File: config.mk
export PLATFORM = sky130hd
export DESIGN_NAME = ir_pass_generator
export DESIGN_NICKNAME = d
export VERILOG_FILES = /design/src/rtl/ir_pass_generator_pkg.sv /design/src/rtl/ir_pass_generator_phase_timer.sv /design/src/rtl/ir_pass_generator.sv
export SDC_FILE = /design/constraint.sdc
export NUM_CORES = 1
export LEC_CHECK = 0
export CORE_AREA = 2 2 39 41
export CTS_BUF_LIST = sky130_fd_sc_hd__clkbuf_8
export DETAILED_ROUTE_END_ITERATION = 10
export DIE_AREA = 0 0 41 43
export PLACE_DENSITY_LB_ADDON = 0.1
export SLEW_MARGIN = 40
export SYNTH_ARGS = -nofsm -noshare
export SYNTH_HDL_FRONTEND = slang
export SYNTH_HIERARCHICAL = 1
export SYNTH_SLANG_ARGS = --single-unit
File: constraint.sdc
create_clock -name clk -period 2.3 [get_ports clk]
set_input_delay 0.46 -clock clk [delete_from_list [all_inputs] [get_ports clk]]
set_output_delay 0.46 -clock clk [all_outputs]
set_load 0.03 [all_outputs]
File: src/rtl/ir_pass_generator_pkg.sv
// ---------------------------------------------------------------------------
// ir_pass_generator_pkg
// Shared definitions for the IR doorway pass generator:
//   - state_t      : sequencer state encoding (IDLE, FIRST, GAP, SECOND, TAIL)
//   - DIR_ENTER / DIR_EXIT : request direction encoding
//   - phase_max()  : largest of the three phase lengths, used to size the
//                    phase timer
// ---------------------------------------------------------------------------
package ir_pass_generator_pkg;

   typedef enum logic [2:0] {
      IDLE   = 3'd0,
      FIRST  = 3'd1,
      GAP    = 3'd2,
      SECOND = 3'd3,
      TAIL   = 3'd4
   } state_t;

   localparam logic DIR_ENTER = 1'b0;
   localparam logic DIR_EXIT  = 1'b1;

   // Longest phase length; the timer must be able to hold that value minus one.
   function automatic int phase_max(input int a, input int b, input int c);
      int m;
      m = a;
      if (b > m) m = b;
      if (c > m) m = c;
      return m;
   endfunction

endpackage

File: src/rtl/ir_pass_generator_phase_timer.sv
// ---------------------------------------------------------------------------
// ir_phase_timer
// Loadable down counter with a zero flag. Each phase of the pass sequence
// loads (length - 1) on entry and ends in the cycle the counter reads zero.
// Ports:
//   clk        : system clock, rising edge
//   reset      : synchronous, active-high reset (counter -> 0)
//   load       : load load_value at the next edge (wins over counting)
//   load_value : value loaded when load is high
//   count      : current counter value
//   zero       : high while count == 0
// ---------------------------------------------------------------------------
module ir_phase_timer #(
   parameter int W = 3
) (
   input  logic         clk,
   input  logic         reset,
   input  logic         load,
   input  logic [W-1:0] load_value,
   output logic [W-1:0] count,
   output logic         zero
);

   // Counting stops at zero so an idle timer stays parked there until the
   // sequencer loads the next phase length.
   always_ff @(posedge clk) begin
      if (reset) begin
         count <= '0;
      end else if (load) begin
         count <= load_value;
      end else if (count != '0) begin
         count <= count - W'(1);
      end
   end

   assign zero = (count == '0);

endmodule

File: src/rtl/ir_pass_generator.sv
// ---------------------------------------------------------------------------
// ir_pass_generator
// Transmitter side of the two-sensor IR doorway. Each accepted request is
// turned into a non-overlapping pulse pair on ir_sensor1/ir_sensor2:
//   enter : sensor1 pulse, gap, sensor2 pulse, tail
//   exit  : sensor2 pulse, gap, sensor1 pulse, tail
// Ports:
//   clk            : system clock, rising edge
//   reset          : synchronous, active-high reset
//   req_valid      : request present
//   req_dir        : 0 = enter, 1 = exit, latched on acceptance
//   req_ready      : high only while idle
//   ir_sensor1     : emulated outer sensor (registered)
//   ir_sensor2     : emulated inner sensor (registered)
//   busy           : high from the cycle after acceptance until done
//   done           : one-cycle pulse on the last tail cycle
//   expected_count : visitor scoreboard mirror (only with IR_EXPECT_COUNT_EN)
// Optional feature macro: IR_EXPECT_COUNT_EN
// ---------------------------------------------------------------------------
module ir_pass_generator
   import ir_pass_generator_pkg::*;
#(
   parameter int PULSE_CYCLES = 4,
   parameter int GAP_CYCLES   = 1,
   parameter int TAIL_CYCLES  = 3,
   parameter int CNT_W        = 8
) (
   input  logic             clk,
   input  logic             reset,
   input  logic             req_valid,
   input  logic             req_dir,
   output logic             req_ready,
   output logic             ir_sensor1,
   output logic             ir_sensor2,
   output logic             busy,
`ifdef IR_EXPECT_COUNT_EN
   output logic             done,
   output logic [CNT_W-1:0] expected_count
`else
   output logic             done
`endif
);

   localparam int TMR_W = $clog2(phase_max(PULSE_CYCLES, GAP_CYCLES, TAIL_CYCLES) + 1);

   localparam logic [TMR_W-1:0] PULSE_LOAD = TMR_W'(PULSE_CYCLES - 1);
   localparam logic [TMR_W-1:0] GAP_LOAD   = TMR_W'(GAP_CYCLES - 1);
   localparam logic [TMR_W-1:0] TAIL_LOAD  = TMR_W'(TAIL_CYCLES - 1);
   localparam logic             TAIL_IS_ONE = (TAIL_CYCLES == 1);

   state_t             state;
   logic               dir_latched;
   logic               timer_load;
   logic [TMR_W-1:0]   timer_value;
   logic [TMR_W-1:0]   timer_count;
   logic               timer_zero;

   assign req_ready = (state == IDLE);

   // The timer is reloaded at exactly the edges where the sequencer moves
   // into a new timed phase, so the counter always describes the phase the
   // state register is about to enter.
   always_comb begin
      timer_load  = 1'b0;
      timer_value = '0;
      case (state)
         IDLE: begin
            if (req_valid) begin
               timer_load  = 1'b1;
               timer_value = PULSE_LOAD;
            end
         end
         FIRST: begin
            if (timer_zero) begin
               timer_load  = 1'b1;
               timer_value = GAP_LOAD;
            end
         end
         GAP: begin
            if (timer_zero) begin
               timer_load  = 1'b1;
               timer_value = PULSE_LOAD;
            end
         end
         SECOND: begin
            if (timer_zero) begin
               timer_load  = 1'b1;
               timer_value = TAIL_LOAD;
            end
         end
         default: begin
            timer_load  = 1'b0;
            timer_value = '0;
         end
      endcase
   end

   ir_phase_timer #(
      .W (TMR_W)
   ) u_phase_timer (
      .clk        (clk),
      .reset      (reset),
      .load       (timer_load),
      .load_value (timer_value),
      .count      (timer_count),
      .zero       (timer_zero)
   );

   // Sequencer with registered outputs. Sensor levels are set on the edge
   // that enters each phase so they line up with the state register, which
   // guarantees the two sensors are never high together. done is raised one
   // edge ahead of the last tail cycle (timer at 1), or directly on entry to
   // the tail when the tail is a single cycle long.
   always_ff @(posedge clk) begin
      if (reset) begin
         state       <= IDLE;
         dir_latched <= DIR_ENTER;
         ir_sensor1  <= 1'b0;
         ir_sensor2  <= 1'b0;
         busy        <= 1'b0;
         done        <= 1'b0;
      end else begin
         case (state)
            IDLE: begin
               if (req_valid) begin
                  state       <= FIRST;
                  dir_latched <= req_dir;
                  busy        <= 1'b1;
                  ir_sensor1  <= (req_dir == DIR_ENTER);
                  ir_sensor2  <= (req_dir == DIR_EXIT);
               end
            end
            FIRST: begin
               if (timer_zero) begin
                  state      <= GAP;
                  ir_sensor1 <= 1'b0;
                  ir_sensor2 <= 1'b0;
               end
            end
            GAP: begin
               if (timer_zero) begin
                  state      <= SECOND;
                  ir_sensor1 <= (dir_latched == DIR_EXIT);
                  ir_sensor2 <= (dir_latched == DIR_ENTER);
               end
            end
            SECOND: begin
               if (timer_zero) begin
                  state      <= TAIL;
                  ir_sensor1 <= 1'b0;
                  ir_sensor2 <= 1'b0;
                  done       <= TAIL_IS_ONE;
               end
            end
            TAIL: begin
               if (timer_zero) begin
                  state <= IDLE;
                  busy  <= 1'b0;
                  done  <= 1'b0;
               end else begin
                  done <= (timer_count == TMR_W'(1));
               end
            end
            default: begin
               state      <= IDLE;
               busy       <= 1'b0;
               done       <= 1'b0;
               ir_sensor1 <= 1'b0;
               ir_sensor2 <= 1'b0;
            end
         endcase
      end
   end

`ifdef IR_EXPECT_COUNT_EN
   // Scoreboard mirror of the visitor counter: it moves on the edge that
   // closes the done cycle, using the direction of the sequence that just
   // finished, and saturates at both ends instead of wrapping.
   always_ff @(posedge clk) begin
      if (reset) begin
         expected_count <= '0;
      end else if (done) begin
         if (dir_latched == DIR_ENTER) begin
            if (expected_count != '1) begin
               expected_count <= expected_count + CNT_W'(1);
            end
         end else begin
            if (expected_count != '0) begin
               expected_count <= expected_count - CNT_W'(1);
            end
         end
      end
   end
`endif

endmodule

==> run_results.csv <==
group,metric,value,unit
final_layout,finish.net_count,96,
yosys,syn_area,643.1,um^2
sta,fmax,484.7,MHz
cts,postCtsHoldBufs,0,
floorplan,die-area,0.001763,mm^2
yosys,ys_types,32,
flow_run,drv_cap,0,
floorplan,die_width,41,um
yosys,netlist_top_cells_count,"dfxtp_1, nor2b_1, a21oi_1",
cts,cts_tree,"done",
sta,setup_tns,0,ns
setup_path,critical_path.endpoint_type,"flip-flop",
power,p_leak,0.3036,nW
floorplan,core,0.001384,mm^2
yosys,synth_area_leader_cell,"dfxtp_1",
yosys,synth-seq-cells,11,
yosys,synth.avg_cell_area,8.245,um^2
yosys,synth_fp_nets,84,
routing,first_pass_iters,4,
final_layout,diodes,0,
cts,numCtsBuffers,3,
floorplan,ios,9,
yosys,ys_warn_count,6,
yosys,synth_edf_count,0,
sta,hold-worst-slack,0.4540,ns
cts,cts_max_path_buffers,2,
cts,path_clk_slew,0.05,ns
grt,grt_max_degree,17,
setup_path,cp.arrival,2.23,ns
floorplan,rows,14,
grt,grt_pass1_vias,502,
place,gp_congestion,0.7640,
final_layout,drive_above_1_share,0.08989,
sta,period_share,0.8970,
cts,postCtsSetupRepairBufs,0,
grt,track_usage,0.1815,
yosys,synthTopCellsByArea,"dfxtp_1, nor2b_1, a21oi_1",
yosys,ys_seq_area_frac,0.3424,
routing,ant_nets,0,
floorplan,initial_utilization,0.4647,
sta,rsz0062_at_grt,"no",
grt,grt_pass1_wl,2125,um
cts,htree_levels,1,
routing,drt_drc_violations_left,0,
place,port_buffers,8,
setup_path,crit_type,"flip-flop to flip-flop",
setup_path,critPathMaxFanout,8,
sta,drv_slew,0,
grt,antenna_found_initial,0,
sta,setup_viol,0,
routing,vias,571,
power,power_density,1249,mW/mm^2
setup_path,crit_required,2.47,ns
cts,cts-root-buf,"clkbuf_8",
routing,via_per_inst,5.438,
place,dp_slack,0.2219,ns
sta,hold_viol,0,
cts,clk_latency,0.23,ns
sta,skew,0.001618,ns
place,hpwl,925.6,um
yosys,synthFlopType,"dfxtp_1",
power,ir_worst_vdd,627.8,uV
cts,clkSinkCount,11,
yosys,synth_top_area_frac,0.3424,
floorplan,die_h,43,um
routing,first_iter_violations,12,
final_layout,syn2layout_area_growth,23.54,%
routing,wl,1235,um
yosys,yosysMostFrequentCell,"dfxtp_1",
sta,period_minus_slack,2.063,ns
run_status,status,"complete, no violations",
worst_hold_path,hp-class,"flip-flop to flip-flop",
setup_path,critPathLaunchType,"flip-flop",
routing,post_drt_wl_per_cell,11.76,um
sta,setup_slack,0.2368,ns
cts,cts_resized,0,
yosys,ys_async_sr_fraction,0,
grt,gr-total-overflow,0,
yosys,syn_inst,78,
[worst paths after layout]
kind	from	endpoint	slack [ns]	cells past startpoint
worst max-delay path	u_phase_timer/count[0]$_SDFFE_PP0P_	done$_SDFFE_PP0P_	0.24	7
worst max register to register	u_phase_timer/count[0]$_SDFFE_PP0P_	done$_SDFFE_PP0P_	0.24	7
worst min register to register	dir_latched$_SDFFE_PP0P_	dir_latched$_SDFFE_PP0P_	0.45	2
worst min-delay path	dir_latched$_SDFFE_PP0P_	dir_latched$_SDFFE_PP0P_	0.45	2
[worst max-delay path, stage by stage, from the launching register on]
cell,delay (ns)
dfxtp_1,0.36
inv_1,0.07
ha_1,0.23
nand2b_1,0.11
inv_1,0.12
or4b_1,0.51
or4b_1,0.47
a21oi_1,0.12
[routing by layer]
metal / share of wire / routed length (um) / GRT usage / vias up
met5: 0 / 0 / 0 / -
met4: 0.014 / 17 / 0.1200 / 0
met3: 0.032 / 39 / 0.04712 / 2
met2: 0.45 / 558 / 0.2406 / 7
met1: 0.50 / 619 / 0.2476 / 258
li1: - / - / - / 304
[report_power, final]
group	switching (mW)	total, mW	internal, mW	leakage [nW]
clock network	0.0683	0.185	0.117	0.0269
logic	0.251	0.486	0.234	0.186
registers	0.0738	0.321	0.248	0.0906
[logic make-up after synthesis]
logic type / synth area share
muxes: 0.01556
and+or+nand+nor: 0.3444
other: 0.005831
buffers and inverters: 0.05447
DFF: 0.3424
AOI/OAI and AO/OA: 0.1848
xor gates and xnor gates: 0.01362
adders and majority gates: 0.03890
[state kept, by name, indices dropped and copies added, names as in the netlist]
register / cells
busy: 1
dir_latched: 1
done: 1
ir_sensor1: 1
ir_sensor2: 1
state: 3
u_phase_timer/count: 3
[cell usage in the layout (no fill, tap or decap), types with 2 or more instances in the layout]
cell type and count:
a21oi_1 7, clkbuf_8 3, or3_1 2, clkdlybuf4s50_1 8, nor2_1 4, nor4b_1 3
inv_1 6, dfxtp_1 11, nor2b_1 8, nand2b_1 2, ha_1 2, or4b_1 2
buf_4 3, nor3_1 3, nand2_1 6, a2111oi_1 2, o21ai_0 2
[stage by stage]
step	cells	instance area [um^2]	util	power (mW)
2_1_floorplan	78	643.1	-	0.6679
3_3_place_gp	101	749.5	0.5416	0.8071
3_5_place_dp	101	749.5	0.5416	0.8117
4_1_cts	105	794.5	0.5741	1.001
5_1_grt	105	794.5	0.5741	1.080
6_report	105	794.5	0.5741	0.9924
[cell type report]
| cell class | count | area [um^2] |
|---|---|---|
| Fill cell | 130 | 589.3 |
| Multi-Input combinational cell | 58 | 387.9 |
| Sequential cell | 11 | 220.2 |
| Timing Repair Buffer | 11 | 102.6 |
| Clock buffer | 3 | 41.29 |
| Tap cell | 16 | 20.02 |
| Inverter | 5 | 18.77 |
| Clock inverter | 1 | 3.754 |
(Power assumes the default switching activity.)
